==> config.mk <==
export PLATFORM = sky130hd
export DESIGN_NAME = spi_slave_flat
export DESIGN_NICKNAME = d
export VERILOG_FILES = /design/src/rtl/spi_slave_if.sv /design/src/rtl/spi_slave.sv /design/src/flat_wrapper.sv
export SDC_FILE = /design/constraint.sdc
export NUM_CORES = 1
export LEC_CHECK = 0
export BUFFER_PORTS_ARGS = -buffer_cell sky130_fd_sc_hd__buf_4
export CORE_ASPECT_RATIO = 0.7
export CORE_MARGIN = 1.5
export CORE_UTILIZATION = 48
export DETAILED_ROUTE_END_ITERATION = 8
export PLACE_DENSITY = 0.86
export SLEW_MARGIN = 20
export SYNTH_ARGS = -nofsm -noshare
export SYNTH_HDL_FRONTEND = slang
export SYNTH_SLANG_ARGS = --single-unit
export TNS_END_PERCENT = 10
==> constraint.sdc <==
create_clock -name clk_i -period 1.6 [get_ports clk_i]
set_clock_uncertainty 0.2 [all_clocks]
set_input_delay 0.32 -clock clk_i [delete_from_list [all_inputs] [get_ports clk_i]]
set_output_delay 0.32 -clock clk_i [all_outputs]
set_load 0.02 [all_outputs]
==> src/rtl/spi_slave_if.sv <==
// Pin-side and host-side signal bundle for the SPI target controller.
// The slave modport is the controller's view; the master modport is the far side (pins + host).
interface spi_slave_if #(
  parameter int DATA_W = 8
);
  logic [DATA_W-1:0] tx_i;
  logic [DATA_W-1:0] rx_o;
  logic              busy_o;
  logic              irq_o;
  logic              ovr_o;
  logic              ack_i;
  logic              cpol_i;
  logic              cpha_i;
  logic              dord_i;
  logic              sclk_i;
  logic              ss_n_i;
  logic              mosi_i;
  logic              miso_o;
  logic              miso_en_o;

  modport slave (
    input  tx_i, ack_i, cpol_i, cpha_i, dord_i, sclk_i, ss_n_i, mosi_i,
    output rx_o, busy_o, irq_o, ovr_o, miso_o, miso_en_o
  );

  modport master (
    output tx_i, ack_i, cpol_i, cpha_i, dord_i, sclk_i, ss_n_i, mosi_i,
    input  rx_o, busy_o, irq_o, ovr_o, miso_o, miso_en_o
  );
endinterface

==> src/rtl/spi_slave.sv <==
// SPI target controller: over-samples SCK/SS_N/MOSI with clk_i, shifts DATA_W-bit words
// in any CPOL/CPHA/bit order and hands received words over with an IRQ/ACK handshake.
module spi_slave #(
  parameter int DATA_W = 8
) (
  input  logic       clk_i,
  input  logic       rst_i,
  spi_slave_if.slave bus
);

  localparam int CNT_W = (DATA_W > 2) ? $clog2(DATA_W) : 1;

  typedef enum logic {IDLE, ACTIVE} state_t;

  state_t             state_q, state_d;
  logic               sclk_p0, sclk_p1, sclk_p2;
  logic               ss_n_p0, ss_n_p1, ss_n_p2;
  logic               mosi_p0, mosi_p1;
  logic               mosi_r;
  logic [DATA_W-1:0]  shreg;
  logic [DATA_W-1:0]  rx_q;
  logic [CNT_W-1:0]   bit_cnt;
  logic               irq_q, ovr_q;
  logic               nsck_p1, nsck_p2;
  logic               lead, trail, ss_fall, ss_rise;
  logic               last_bit, in_bit, run, done;

  function automatic logic [DATA_W-1:0] shift_word(input logic [DATA_W-1:0] w,
                                                   input logic              b,
                                                   input logic              lsb_first);
    return lsb_first ? {b, w[DATA_W-1:1]} : {w[DATA_W-2:0], b};
  endfunction

  // Stage p0/p1: two-flop synchronizers; p2: one more flop on SCK/SS_N for edge detect
  always_ff @(posedge clk_i) begin
    if (rst_i) begin
      sclk_p0 <= bus.cpol_i;
      sclk_p1 <= bus.cpol_i;
      sclk_p2 <= bus.cpol_i;
      ss_n_p0 <= 1'b1;
      ss_n_p1 <= 1'b1;
      ss_n_p2 <= 1'b1;
    end else begin
      sclk_p0 <= bus.sclk_i;
      sclk_p1 <= sclk_p0;
      sclk_p2 <= sclk_p1;
      ss_n_p0 <= bus.ss_n_i;
      ss_n_p1 <= ss_n_p0;
      ss_n_p2 <= ss_n_p1;
    end
  end

  always_ff @(posedge clk_i) begin
    mosi_p0 <= bus.mosi_i;
    mosi_p1 <= mosi_p0;
  end

  // Edge decode on the synchronized samples; SCK is normalised so "leading" is polarity-free
  always_comb begin
    nsck_p1  = sclk_p1 ^ bus.cpol_i;
    nsck_p2  = sclk_p2 ^ bus.cpol_i;
    lead     = nsck_p1 & ~nsck_p2;
    trail    = ~nsck_p1 & nsck_p2;
    ss_fall  = ss_n_p2 & ~ss_n_p1;
    ss_rise  = ~ss_n_p2 & ss_n_p1;
    last_bit = (bit_cnt == CNT_W'(DATA_W - 1));
    // With CPHA=1 the final bit never gets a following leading edge, so take it straight from the pin
    in_bit   = bus.cpha_i ? mosi_p1 : mosi_r;
    run      = (state_q == ACTIVE) & ~ss_rise;
    done     = run & trail & last_bit;
  end

  always_ff @(posedge clk_i) begin
    if (rst_i) state_q <= IDLE;
    else       state_q <= state_d;
  end

  always_comb begin
    state_d = state_q;
    case (state_q)
      IDLE:    if (ss_fall) state_d = ACTIVE;
      ACTIVE:  if (ss_rise) state_d = IDLE;
      default: state_d = IDLE;
    endcase
  end

  always_comb begin
    bus.busy_o    = (state_q == ACTIVE);
    bus.miso_en_o = (state_q == ACTIVE);
    bus.miso_o    = bus.dord_i ? shreg[0] : shreg[DATA_W-1];
    bus.rx_o      = rx_q;
    bus.irq_o     = irq_q;
    bus.ovr_o     = ovr_q;
  end

  always_ff @(posedge clk_i) begin
    if (run) begin
      if (lead && !bus.cpha_i)
        mosi_r <= mosi_p1;
      else if (trail && bus.cpha_i)
        mosi_r <= mosi_p1;
    end
  end

  always_ff @(posedge clk_i) begin
    if (rst_i) begin
      shreg   <= '0;
      bit_cnt <= '0;
      rx_q    <= '0;
    end else if (state_q == IDLE) begin
      if (ss_fall) begin
        shreg   <= bus.tx_i;
        bit_cnt <= '0;
      end
    end else if (run) begin
      if (lead && bus.cpha_i && bit_cnt != '0) begin
        shreg <= shift_word(shreg, mosi_r, bus.dord_i);
      end else if (trail) begin
        if (last_bit) begin
          rx_q    <= shift_word(shreg, in_bit, bus.dord_i);
          shreg   <= bus.tx_i;
          bit_cnt <= '0;
        end else begin
          if (!bus.cpha_i) shreg <= shift_word(shreg, mosi_r, bus.dord_i);
          bit_cnt <= bit_cnt + 1'b1;
        end
      end
    end
  end

  // A completion in the same cycle as ack_i keeps irq set; overrun only counts unacknowledged words
  always_ff @(posedge clk_i) begin
    if (rst_i) begin
      irq_q <= 1'b0;
      ovr_q <= 1'b0;
    end else if (done) begin
      irq_q <= 1'b1;
      ovr_q <= bus.ack_i ? 1'b0 : (ovr_q | irq_q);
    end else if (bus.ack_i) begin
      irq_q <= 1'b0;
      ovr_q <= 1'b0;
    end
  end

endmodule

==> src/flat_wrapper.sv <==
// flat-port wrapper written by rule: the top's interface ports become plain ports
module spi_slave_flat 
#(
  parameter int DATA_W = 8
)
  (clk_i, rst_i, bus_tx_i, bus_ack_i, bus_cpol_i, bus_cpha_i, bus_dord_i, bus_sclk_i, bus_ss_n_i, bus_mosi_i, bus_rx_o, bus_busy_o, bus_irq_o, bus_ovr_o, bus_miso_o, bus_miso_en_o);
  spi_slave_if #(.DATA_W(DATA_W)) bus_i ();
  input  logic clk_i;
  input  logic rst_i;
  input wire logic [$bits(bus_i.tx_i)-1:0] bus_tx_i;
  input wire logic [$bits(bus_i.ack_i)-1:0] bus_ack_i;
  input wire logic [$bits(bus_i.cpol_i)-1:0] bus_cpol_i;
  input wire logic [$bits(bus_i.cpha_i)-1:0] bus_cpha_i;
  input wire logic [$bits(bus_i.dord_i)-1:0] bus_dord_i;
  input wire logic [$bits(bus_i.sclk_i)-1:0] bus_sclk_i;
  input wire logic [$bits(bus_i.ss_n_i)-1:0] bus_ss_n_i;
  input wire logic [$bits(bus_i.mosi_i)-1:0] bus_mosi_i;
  output wire logic [$bits(bus_i.rx_o)-1:0] bus_rx_o;
  output wire logic [$bits(bus_i.busy_o)-1:0] bus_busy_o;
  output wire logic [$bits(bus_i.irq_o)-1:0] bus_irq_o;
  output wire logic [$bits(bus_i.ovr_o)-1:0] bus_ovr_o;
  output wire logic [$bits(bus_i.miso_o)-1:0] bus_miso_o;
  output wire logic [$bits(bus_i.miso_en_o)-1:0] bus_miso_en_o;
  assign bus_i.tx_i = bus_tx_i;
  assign bus_i.ack_i = bus_ack_i;
  assign bus_i.cpol_i = bus_cpol_i;
  assign bus_i.cpha_i = bus_cpha_i;
  assign bus_i.dord_i = bus_dord_i;
  assign bus_i.sclk_i = bus_sclk_i;
  assign bus_i.ss_n_i = bus_ss_n_i;
  assign bus_i.mosi_i = bus_mosi_i;
  assign bus_rx_o = bus_i.rx_o;
  assign bus_busy_o = bus_i.busy_o;
  assign bus_irq_o = bus_i.irq_o;
  assign bus_ovr_o = bus_i.ovr_o;
  assign bus_miso_o = bus_i.miso_o;
  assign bus_miso_en_o = bus_i.miso_en_o;
  spi_slave #(.DATA_W(DATA_W)) u_core (.clk_i(clk_i), .rst_i(rst_i), .bus(bus_i));
endmodule
; ---- After elaboration in Yosys (flattened, before gate mapping)
; Index checks and enable logic that the tools add are counted.
[word_totals]
regBits = 31
latchBits = 0
mem_bits_rw = 0
rom_bits = 0
in_bits = 17
output_inout_bits = 13
elab_cells = 81
memories = 0
[classes]
n_addsub = 1
mul = 0
div = 0
order_cmp = 0
n_eq_ne = 6
shift = 0
n_mux = 29
bitwise = 17
reduce_logical = 13
[op_table]
columns = op, count
row1 = $mux W8, 9
row2 = $mux W3, 6
row3 = $mux W1, 13
row4 = $reduce_and A4 Y1, 2
row5 = $and A1 B1 Y1, 7
row6 = $not A1 Y1, 7
row7 = $ne A2 B2 Y1 const B, 3
row8 = $reduce_bool A2 Y1, 3
row9 = $reduce_and A5 Y1, 1
row10 = $logic_and A1 B1 Y1, 4
row11 = $ne A4 B4 Y1 const B, 1
row12 = $add A3 B1 Y3 const B, 1
row13 = $eq A3 B3 Y1 const B, 1
row14 = $ne A3 B3 Y1 const B, 1
row15 = $reduce_bool A3 Y1, 1
row16 = $pmux W1 S2, 1
row17 = $reduce_and A2 Y1, 1
row18 = $xor A1 B1 Y1, 2
row19 = $logic_not A1 Y1, 1
row20 = $or A1 B1 Y1, 1

; ---- Logic depth before layout (Yosys ltp)
; Gate-level depths: netlist of the first run.
[depth]
word_depth = 8
ltp_mapped = 8
mapped_depth_nobuf = 7

; ---- Least setup slack after synthesis of the first run
; OpenSTA, ideal clock, no wires.
[synth_timing]
path_type = flip-flop to flip-flop
startpoint = reg u_core.bit_cnt[0]
endpoint = reg u_core.shreg[6]
setup_ns = 0.070
t_arrival_ns = 1.423
required_ns = 1.330
path_slack_ns = -0.093
path_stages_with_launch = 8
path_buffers = 0
period_less_slack_ns = 1.693
path_cell_list = dfxtp_1 -> inv_1 -> ha_1 -> or2b_2 -> nand2_1 -> o311ai_4 -> o211ai_1 -> a21oi_1
[synth_via]
elab_chain_len = 6
elab_cells_between_ends = 11
cone_classes = eq/ne: 3 / mux: 5 / reduce/logical: 3
[synth_rtl]
columns = item, line_no
row1 = "start, declared", spi_slave.sv:22  ; logic [CNT_W-1:0] bit_cnt;
row2 = "start signal, assigned", spi_slave.sv:125  ; bit_cnt <= bit_cnt + 1'b1;
row3 = $eq A3 B3 Y1, spi_slave.sv:66  ; last_bit = (bit_cnt == CNT_W'(DATA_W - 1));
row4 = $mux W8, spi_slave.sv:119  ; if (last_bit) begin
row5 = $mux W8, spi_slave.sv:118  ; end else if (trail) begin
row6 = $mux W8, spi_slave.sv:116  ; if (lead && bus.cpha_i && bit_cnt != '0) begin
row7 = $mux W8, spi_slave.sv:115  ; end else if (run) begin
row8 = $mux W8, spi_slave.sv:110  ; end else if (state_q == IDLE) begin
row9 = "end signal, assigned", spi_slave.sv:112  ; shreg <= bus.tx_i;
row10 = "end signal, assigned", spi_slave.sv:117  ; shreg <= shift_word(shreg, mosi_r, bus.dord_i);
row11 = "end signal, assigned", spi_slave.sv:121  ; shreg <= bus.tx_i;
row12 = "end, declared", spi_slave.sv:20  ; logic [DATA_W-1:0] shreg;
; Parallel ways exist; a longest one is shown, timed or not. The select of a mux whose other input is x is not followed.
; A chain may end at the register's enable or synchronous reset.

; ---- Worst setup path in the final report of the first run
[layout_timing]
startpoint = reg u_core.bit_cnt[1]
endpoint = reg u_core.shreg[0]
; The elaborated chain is that of the path after synthesis.

==> flow_summary.yaml, run 1 <==
drt:
  vias: 1452
  wl_per_cell_um: 14.8
  viasPerCell: 5.50
  drtPass1Iterations: 4
  totalWireLength_um: 3910
  drtIter0Drc: 99
  final_antenna_net_count: 0
  route.detailed.drc: 0
clocking:
  htreeDepth: 2
  cts_tree: "built"
  cts-root-buf: "clkbuf_8"
  clk_latency_ns: 0.29
  cts_buffer_depth: 2
  cts_made_buffers: 5
  cts_num_sinks: 31
  clkTransAtPathRegs_ns: 0.07
timing:
  layout_min_cycle_time_ns: 1.78
  slew_headroom: 0.767
  worst_slew_pin_slew_ns: 0.348
  grt_setup_unrepaired: "true"
  whs_ns: 0.0121
  final_max_slew_viol_count: 0
  setup_ws_ns: -0.176
  fin_crit_sh: 1.11
  fmax_mhz: 563
  finalSetupViolCount: 20
  hold_violations: 0
global_routing:
  first_global_vias: 1320
  grt_pass1_wl_um: 6220
  gr-total-overflow: 0
  grt_start_max_net_pins: 30
  antenna_found_initial: 0
  grt_usage: 0.232
worst_setup_path:
  crit_slowest_cell: "dfxtp_2"
  cpPeakStageDelay_ns: 0.36
  worstSetupEndpointType: "flip-flop"
  critPathKind: "reg2reg"
  crit_arrival_ns: 1.79
  path_max_fanout: 3
  required_ns: 1.62
  crit_chain: "inv_2 > ha_4 > or2b_4 > nand2_4 > o311ai_4 > buf_4 > o211ai_1 > a21oi_1"
  start_kind: "flip-flop"
synthesis:
  synth_edf_count: 1
  synth_fp_nets: 197
  synth_cells: 177
  synthFlopType: "dfxtp_1"
  synth-seq-cells: 31
  synth_cell_types: 38
  syn_area_um2: 1530
  synthArstFlopShare: 0
  seq_area_frac_synth: 0.411
  synth_area_per_cell_um2: 8.66
  yosys_warnings: 0
floorplanning:
  initial_utilization: 0.524
  die-area_um2: 3550
  ioPinCount: 30
  core_um2: 2920
  fp.dieH_um: 50.3
  fp.dieW_um: 70.5
  num_rows: 16
placement:
  place_congestion: 0.804
  place_hpwl_um: 2550
  portBuffers: 29
  postPlaceCellArea_um2: 1870
power_and_ir_drop:
  combPwrFrac: 0.141
  power_density_nw_per_um2: 775
  p_leak_uw: 0.000905
  vdd_drop_max_mv: 0.716
  power_frac_clock: 0.362
  pwr-share-seq: 0.496
  p_sw_frac: 0.263
  p_sw_uw: 435
  intPower_uw: 1220
final_layout:
  drive_gt1_frac: 0.421
  area_growth_pct: 39.3
  nNetsFinal: 247
  fin_area_um2: 2140
  n_antenna_cell: 0
status:
  status: "finished with violations"
  violations: "setup timing"
min_path:
  min_path_type: "in2reg"
job:
  drv_cap: 0
-- layout make-up --
cell class | count | area, um2
clock buffer | 6 | 72.6
clock inverter | 2 | 11.3
fill | 207 | 787
inverter | 10 | 51.3
multi-input combinational | 129 | 928
sequential | 31 | 639
tap | 36 | 45.0
timing repair buffer | 50 | 388
-- cell families after synthesis --
group	share of synthesized area
adders and majority gates	0.0245
AOI/OAI and AO/OA	0.180
and+or+nand+nor	0.242
muxes	0.0702
buffers and inverters	0.0661
DFF	0.411
xor gates and xnor gates	0.00572
-- path summary, 6_finish.rpt --
path | start | end | slack, ns | cells after the start
worst min register to register | u_core.mosi_p0 | u_core.mosi_p1 | 0.13 | 0
worst max-delay path | u_core.bit_cnt[1] | u_core.shreg[0] | -0.18 | 8
worst min-delay path | bus_ss_n_i | u_core.ss_n_p0 | 0.01 | 2
worst max register to register | u_core.bit_cnt[1] | u_core.shreg[0] | -0.18 | 8
-- cell usage after synthesis (2+ instances only) --
cell / n / area (um2)
nand3_1: 2 / 10.0
nor3_1: 11 / 55.1
a21oi_1: 14 / 70.1
nor2_2: 2 / 12.5
nor2b_1: 3 / 18.8
ha_1: 3 / 37.5
nor3b_2: 2 / 25.0
nor2_1: 23 / 86.3
mux2i_1: 4 / 40.0
o211ai_1: 8 / 60.1
buf_2: 4 / 20.0
nand2_1: 21 / 78.8
nand2b_1: 3 / 18.8
buf_4: 2 / 15.0
mux2_2: 6 / 67.6
o21ai_0: 7 / 35.0
dfxtp_1: 30 / 601
inv_1: 9 / 33.8
or2_2: 4 / 25.0
-- worst max-delay path, delay by kind of cell, from the launching register on --
family / cells / cell delay (ns)
AO/OA/AOI/OAI: 3 / 0.47
flip-flops: 1 / 0.36
AND/OR/NAND/NOR: 2 / 0.29
buffers and inverters: 2 / 0.23
adder cells (fa/ha/maj): 1 / 0.14
-- placed cells by master (no fill, tap or decap), drive strengths merged, types with 3 or more instances in the layout --
master and n:
nand2 22, mux2 6, ha 3, nor2 26, dfxtp 30, clkbuf 6
o21ai 8, inv 10, nand2b 3, buf 48, nor2b 3, a21oi 14
o211ai 9, nor3 11, or2 4, mux2i 4
-- metrics by stage --
step | setup slack (ns) | util | TNS (ns) | instances | power, uW
detailed placement | -0.252 | 0.640 | -3.15 | 247 | 1030
global placement | -0.196 | 0.640 | -2.41 | 247 | 1020
CTS | -0.204 | 0.706 | -1.65 | 260 | 1650
floorplan | -0.0363 | - | -0.292 | 177 | 948
global route | -0.291 | 0.731 | -4.30 | 264 | 1730
finish | -0.176 | 0.731 | -2.00 | 264 | 1650
-- registers in the layout (all words and copies together) (netlist names) --
| register | cells |
|---|---|
| u_core.bus.rx_o | 8 |
| u_core.shreg | 8 |
| u_core.bit_cnt | 3 |
| u_core.bus.busy_o | 1 |
| u_core.bus.irq_o | 1 |
| u_core.bus.ovr_o | 1 |
| u_core.mosi_p0 | 1 |
| u_core.mosi_p1 | 1 |
| u_core.mosi_r | 1 |
| u_core.sclk_p0 | 1 |
| u_core.sclk_p1 | 1 |
| u_core.sclk_p2 | 1 |
| u_core.ss_n_p0 | 1 |
| u_core.ss_n_p1 | 1 |
| u_core.ss_n_p2 | 1 |
-- power by group through the flow --
stage	Combinational [uW]	Clock [uW]	Sequential, uW
global placement	190	0	833
CTS	215	611	819
global route	254	655	823
detailed placement	194	0	834
finish	234	600	821
floorplan	115	0	833
-- metal layers --
layer | up-vias | routed length (um) | track usage
met3 | 4 | 252 | 0.0904
li1 | 711 | - | -
met5 | - | 0 | 0
met2 | 46 | 1740 | 0.354
met1 | 691 | 1890 | 0.318
met4 | 0 | 22 | 0.0377
-- repair_timing --
item                       CTS  global route
cloned                       1             1
hold buffers                 2             0
buffers inserted             2             3
setup endpoints to repair   21            21
hold endpoints to repair     2             0
pin swaps                   10             6
resized for setup           17            10
Note: power is estimated with default switching activity, not from simulation.
==> inputs of run 2 (changes only) <==
--- a/config.mk
+++ b/config.mk
@@ -10,7 +10,7 @@
 export CORE_MARGIN = 1.5
 export CORE_UTILIZATION = 48
 export DETAILED_ROUTE_END_ITERATION = 8
-export PLACE_DENSITY = 0.86
+export PLACE_DENSITY = 0.71
 export SLEW_MARGIN = 20
 export SYNTH_ARGS = -nofsm -noshare
 export SYNTH_HDL_FRONTEND = slang
==> run 2 against run 1 <==
The flow still finishes with violations (setup timing); worst setup slack lost 0.0013 ns; critical endpoint is now u_core.shreg[7]; clock power grew 3.8%; highest routed layer unchanged; register-to-register slack is essentially flat; global-route usage grew 0.30 points; design area shrank 2.1%; sequential share of layout area grew 0.63 points; via count shrank 5.9%; maximum frequency is essentially flat; count of clock-buffer cells in the layout is the same; total power grew 0.22%.
==> flow_summary.yaml, run 2 (synthesis results as in run 1) <==
floorplanning:
  fp.dieW_um: 70.5
  fp.dieH_um: 50.3
  ioPinCount: 30
  die-area_um2: 3550
  core_um2: 2920
  initial_utilization: 0.524
  num_rows: 16
timing:
  grt_setup_unrepaired: "true"
  worst_slew_pin_slew_ns: 0.300
  final_max_slew_viol_count: 0
  fin_tns_setup_ns: -2.11
  hold_violations: 0
  layout_min_cycle_time_ns: 1.78
  slew_headroom: 0.794
  fmax_mhz: 563
  fin_crit_sh: 1.11
  finalSetupViolCount: 21
  setup_ws_ns: -0.177
global_routing:
  grt_start_max_net_pins: 30
  first_global_vias: 1356
  antenna_found_initial: 0
  grt_pass1_wl_um: 6370
  gr-total-overflow: 0
  grt_usage: 0.235
status:
  status: "finished with violations"
  violations: "setup timing"
clocking:
  cts_num_sinks: 31
  cts_tree: "built"
  cts_made_buffers: 5
  clk_latency_ns: 0.28
  cts_buffer_depth: 2
  htreeDepth: 2
  cts-root-buf: "clkbuf_8"
  clkTransAtPathRegs_ns: 0.06
final_layout:
  nFillCells: 227
  fin_area_um2: 2090
  area_growth_pct: 36.5
  drive_gt1_frac: 0.418
  nNetsFinal: 245
  final_cell_mix: "46 x buf_4, 25 x dfxtp_1, 23 x nor2_1"
  n_antenna_cell: 0
  layout_commonest_cell: "buf_4"
worst_setup_path:
  cpPeakStageDelay_ns: 0.36
  critPathKind: "reg2reg"
  crit_arrival_ns: 1.79
  crit_slowest_cell: "dfxtp_2"
  path_delay_family: "compound AO/OA/AOI/OAI gates"
  crit_chain: "inv_2 > ha_4 > or2b_4 > nand2_4 > o311ai_4 > buf_6 > o211ai_1 > a21oi_1"
  path_max_fanout: 4
  worstSetupEndpointType: "flip-flop"
  cp_num_buf_inv: 2
  required_ns: 1.61
  start_kind: "flip-flop"
drt:
  drtIter0Drc: 113
  route.detailed.drc: 0
  wl_per_cell_um: 14.3
  final_antenna_net_count: 0
  drtPass1Iterations: 4
  totalWireLength_um: 3730
  viasPerCell: 5.24
  vias: 1367
power_and_ir_drop:
  vdd_drop_max_mv: 0.546
  p_leak_uw: 0.000897
  power_density_nw_per_um2: 792
placement:
  portBuffers: 29
  place_congestion: 0.832
  postPlaceCellArea_um2: 1890
  place_hpwl_um: 2670
  dpl_worst_slack_ns: -0.220
min_path:
  min_path_type: "in2reg"
job:
  drv_cap: 0
==> run 2: cell types whose count changed in the layout (fill, tap and decap cells not counted), sizes merged <==
| cell | previous run | this run |
|---|---|---|
| inv | 10 | 9 |
| nor2 | 26 | 25 |
| dlygate4sd3 | 2 | 1 |
==> run 2: report_power, final <==
group          switching (uW)  internal, uW
clock                     286           337
combinational             108           104
sequential               22.8           800
total                     417          1240
==> run 2: path summary, 6_finish.rpt <==
kind         slack, ns  depth (start not counted)         startpoint                to
min reg2reg       0.13                          0     u_core.mosi_p0    u_core.mosi_p1
min              0.006                          2          bus_ack_i  u_core.bus.ovr_o
max reg2reg      -0.18                          8  u_core.bit_cnt[0]   u_core.shreg[7]
max              -0.18                          8  u_core.bit_cnt[0]   u_core.shreg[7]
==> run 2: worst register-to-register path: cells and delay by family (launching register included) <==
family,cells,cell delay [ns]
DFF,1,0.36
adders and majority gates,1,0.14
and+or+nand+nor,2,0.29
buffers and inverters,2,0.21
AOI/OAI and AO/OA,3,0.51
==> run 2: repair_timing <==
action	in CTS	in global routing
hold buffers	1	0
pin swaps	15	3
buffers inserted	3	0
gates resized for setup	18	3
endpoints found under the hold margin	1	0
endpoints found under the setup margin	21	22
cloned	0	0
==> run 2: per-layer routing <==
metal  share of wire  up-vias  GRT usage
met5               0        -          0
met4          0.0064        0     0.0786
met3           0.060        4     0.0663
met2            0.43       37      0.358
met1            0.50      621      0.322
li1                -      705          -
==> run 2: final cells by class <==
| cell class | instances | area, um2 | share of cell area |
|---|---|---|---|
| Timing Repair Buffer | 49 | 378 | 0.181 |
| Clock buffer | 6 | 82.6 | 0.0395 |
| Multi-Input combinational cell | 128 | 891 | 0.426 |
| Clock inverter | 1 | 5.00 | 0.00239 |
| Tap cell | 36 | 45.0 | 0.0215 |
| Inverter | 10 | 51.3 | 0.0245 |
| Sequential cell | 31 | 639 | 0.306 |
==> run 2: stage by stage <==
| step | power [uW] | std cells | utilization | hold WS, ns |
|---|---|---|---|---|
| detailed placement | 1030 | 250 | 0.648 | 0.116 |
| global route | 1730 | 261 | 0.716 | 0.00870 |
| global placement | 1030 | 250 | 0.648 | 0.111 |
| floorplan | 948 | 177 | - | 0.110 |
| finish | 1660 | 261 | 0.716 | 0.00606 |
| CTS | 1650 | 261 | 0.710 | 0.00696 |
==> inputs of run 3 (changes only) <==
--- a/config.mk
+++ b/config.mk
@@ -11,6 +11,7 @@
 export CORE_UTILIZATION = 48
 export DETAILED_ROUTE_END_ITERATION = 8
 export PLACE_DENSITY = 0.71
+export SKIP_CTS_REPAIR_TIMING = 1
 export SLEW_MARGIN = 20
 export SYNTH_ARGS = -nofsm -noshare
 export SYNTH_HDL_FRONTEND = slang
==> run 3 against run 2 <==
The run still ends with setup timing left; core utilization down 0.17 points; total power about the same; final cell count down 0.38%; register-to-register slack worse by 0.03 ns; count of clock-buffer cells in the layout unchanged; critical path depth unchanged; design area down 0.24%; non-clock buffer count down 1; critical endpoint unchanged; largest cell class unchanged.
==> flow_summary.yaml, run 3 (synthesis results as in run 1) <==
floorplanning:
  num_rows: 16
  initial_utilization: 0.524
  core_um2: 2920
  ioPinCount: 30
  fp.dieH_um: 50.3
  fp.dieW_um: 70.5
  die-area_um2: 3550
timing:
  fin_tns_setup_ns: -2.36
  setup_ws_ns: -0.204
  fmax_mhz: 554
  worst_slew_pin_slew_ns: 0.293
  whs_ns: 0.00742
  finalSetupViolCount: 21
  final_max_slew_viol_count: 0
  fin_crit_sh: 1.13
  layout_min_cycle_time_ns: 1.80
  grt_setup_unrepaired: "true"
  hold_violations: 0
  slew_headroom: 0.799
drt:
  drtPass1Iterations: 4
  route.detailed.drc: 0
  vias: 1366
  drtIter0Drc: 91
  totalWireLength_um: 3810
  final_antenna_net_count: 0
  viasPerCell: 5.25
  wl_per_cell_um: 14.7
worst_setup_path:
  r2r-end: "u_core.shreg[7]"
  crit_slowest_cell: "dfxtp_2"
  r2r_cells: 8
  path_max_fanout: 4
  r2r-start: "u_core.bit_cnt[0]"
  critPathKind: "reg2reg"
  cpPeakStageDelay_ns: 0.36
  start_kind: "flip-flop"
  crit_arrival_ns: 1.82
  required_ns: 1.61
  r2r_slack_ns: -0.20
  worstSetupEndpointType: "flip-flop"
  crit_chain: "inv_2 > ha_4 > or2b_4 > nand2_4 > o311ai_4 > buf_6 > o211ai_1 > a21oi_1"
global_routing:
  grt_pass1_wl_um: 6130
  grt_usage: 0.226
  antenna_found_initial: 0
  gr-total-overflow: 0
  grt_start_max_net_pins: 30
  first_global_vias: 1315
clocking:
  cts_buffer_depth: 2
  clkTransAtPathRegs_ns: 0.06
  clk_latency_ns: 0.28
  htreeDepth: 2
  cts_tree: "built"
  cts_made_buffers: 5
  cts-root-buf: "clkbuf_8"
  cts_num_sinks: 31
min_path:
  hp-start: "bus_ack_i"
  whs_endpoint: "u_core.bus.ovr_o"
  min_path_type: "in2reg"
  worstHoldPathCells: 2
placement:
  place_congestion: 0.832
  portBuffers: 29
  place_hpwl_um: 2670
  dpl_worst_slack_ns: -0.220
final_layout:
  nNetsFinal: 244
  multiInputGateArea_um2: 896
  register_area_um2: 637
  layout_commonest_cell: "buf_4"
  final_cell_mix: "45 x buf_4, 25 x dfxtp_1, 23 x nor2_1"
  n_antenna_cell: 0
  drive_gt1_frac: 0.411
  area_growth_pct: 36.2
  nFillCells: 231
status:
  violations: "setup timing"
  status: "finished with violations"
power_and_ir_drop:
  vdd_drop_max_mv: 0.539
  totalPowerFinal_uw: 1660
  power_density_nw_per_um2: 795
  p_leak_uw: 0.000891
job:
  drv_cap: 0
[run 3: cell types whose count changed in the layout (fill, tap and decap cells not counted)]
| cell | before | now |
|---|---|---|
| nor3_1 | 10 | 11 |
| ha_2 | 2 | 1 |
| dfxtp_2 | 4 | 5 |
| nor3_2 | 1 | 0 |
| o21ai_0 | 6 | 7 |
| buf_4 | 46 | 45 |
| ha_4 | 1 | 2 |
| dfxtp_4 | 1 | 0 |
| o21ai_1 | 1 | 0 |
[run 3: stage by stage]
stage          std cells  cell area [um2]  utilization
2_1_floorplan        177             1570            -
4_1_cts              257             1980        0.678
3_3_place_gp         250             1890        0.648
3_5_place_dp         250             1890        0.648
6_report             260             2090        0.714
5_1_grt              260             2090        0.714
[run 3: how the worst max path moves through the flow]
| stage | from | endpoint |
|---|---|---|
| floorplan | u_core.bit_cnt[0] | u_core.shreg[0] |
| global placement | u_core.bit_cnt[0] | u_core.shreg[7] |
| detailed placement | u_core.bit_cnt[0] | u_core.shreg[7] |
| CTS | u_core.bit_cnt[0] | u_core.shreg[4] |
| global route | u_core.bit_cnt[0] | u_core.shreg[3] |
| finish | u_core.bit_cnt[0] | u_core.shreg[7] |
[run 3: area by class of cell]
cell class              count  area share
clock buffers               6      0.0396
clock inverters             1     0.00240
inverters                  10      0.0246
multi-input cells         128       0.429
flip-flops and latches     31       0.305
well taps                  36      0.0216
repair buffers             48       0.177
[run 3: power breakdown]
| part | switching, uW | total, uW | leakage, uW | internal, uW |
|---|---|---|---|---|
| combinational | 109 | 213 | 0.000588 | 104 |
| clock | 285 | 622 | 0.0000470 | 337 |
| sequential | 23.4 | 824 | 0.000255 | 800 |
| total | 417 | 1660 | 0.000891 | 1240 |
[run 3: metal layers]
metal  track usage  vias up  wire length [um]
li1              -      700                 -
met1         0.317      627              1990
met2         0.335       33              1630
met3        0.0663        6               154
met4        0.0723        0                40
met5             0        -                 0
[run 3: worst max-delay path, delay by kind of cell, from the launching register on]
| kind | cells | cell delay, ns |
|---|---|---|
| compound gates | 3 | 0.54 |
| buf+inv | 2 | 0.21 |
| flops | 1 | 0.36 |
| fa+ha+maj | 1 | 0.14 |
| simple gates | 2 | 0.29 |
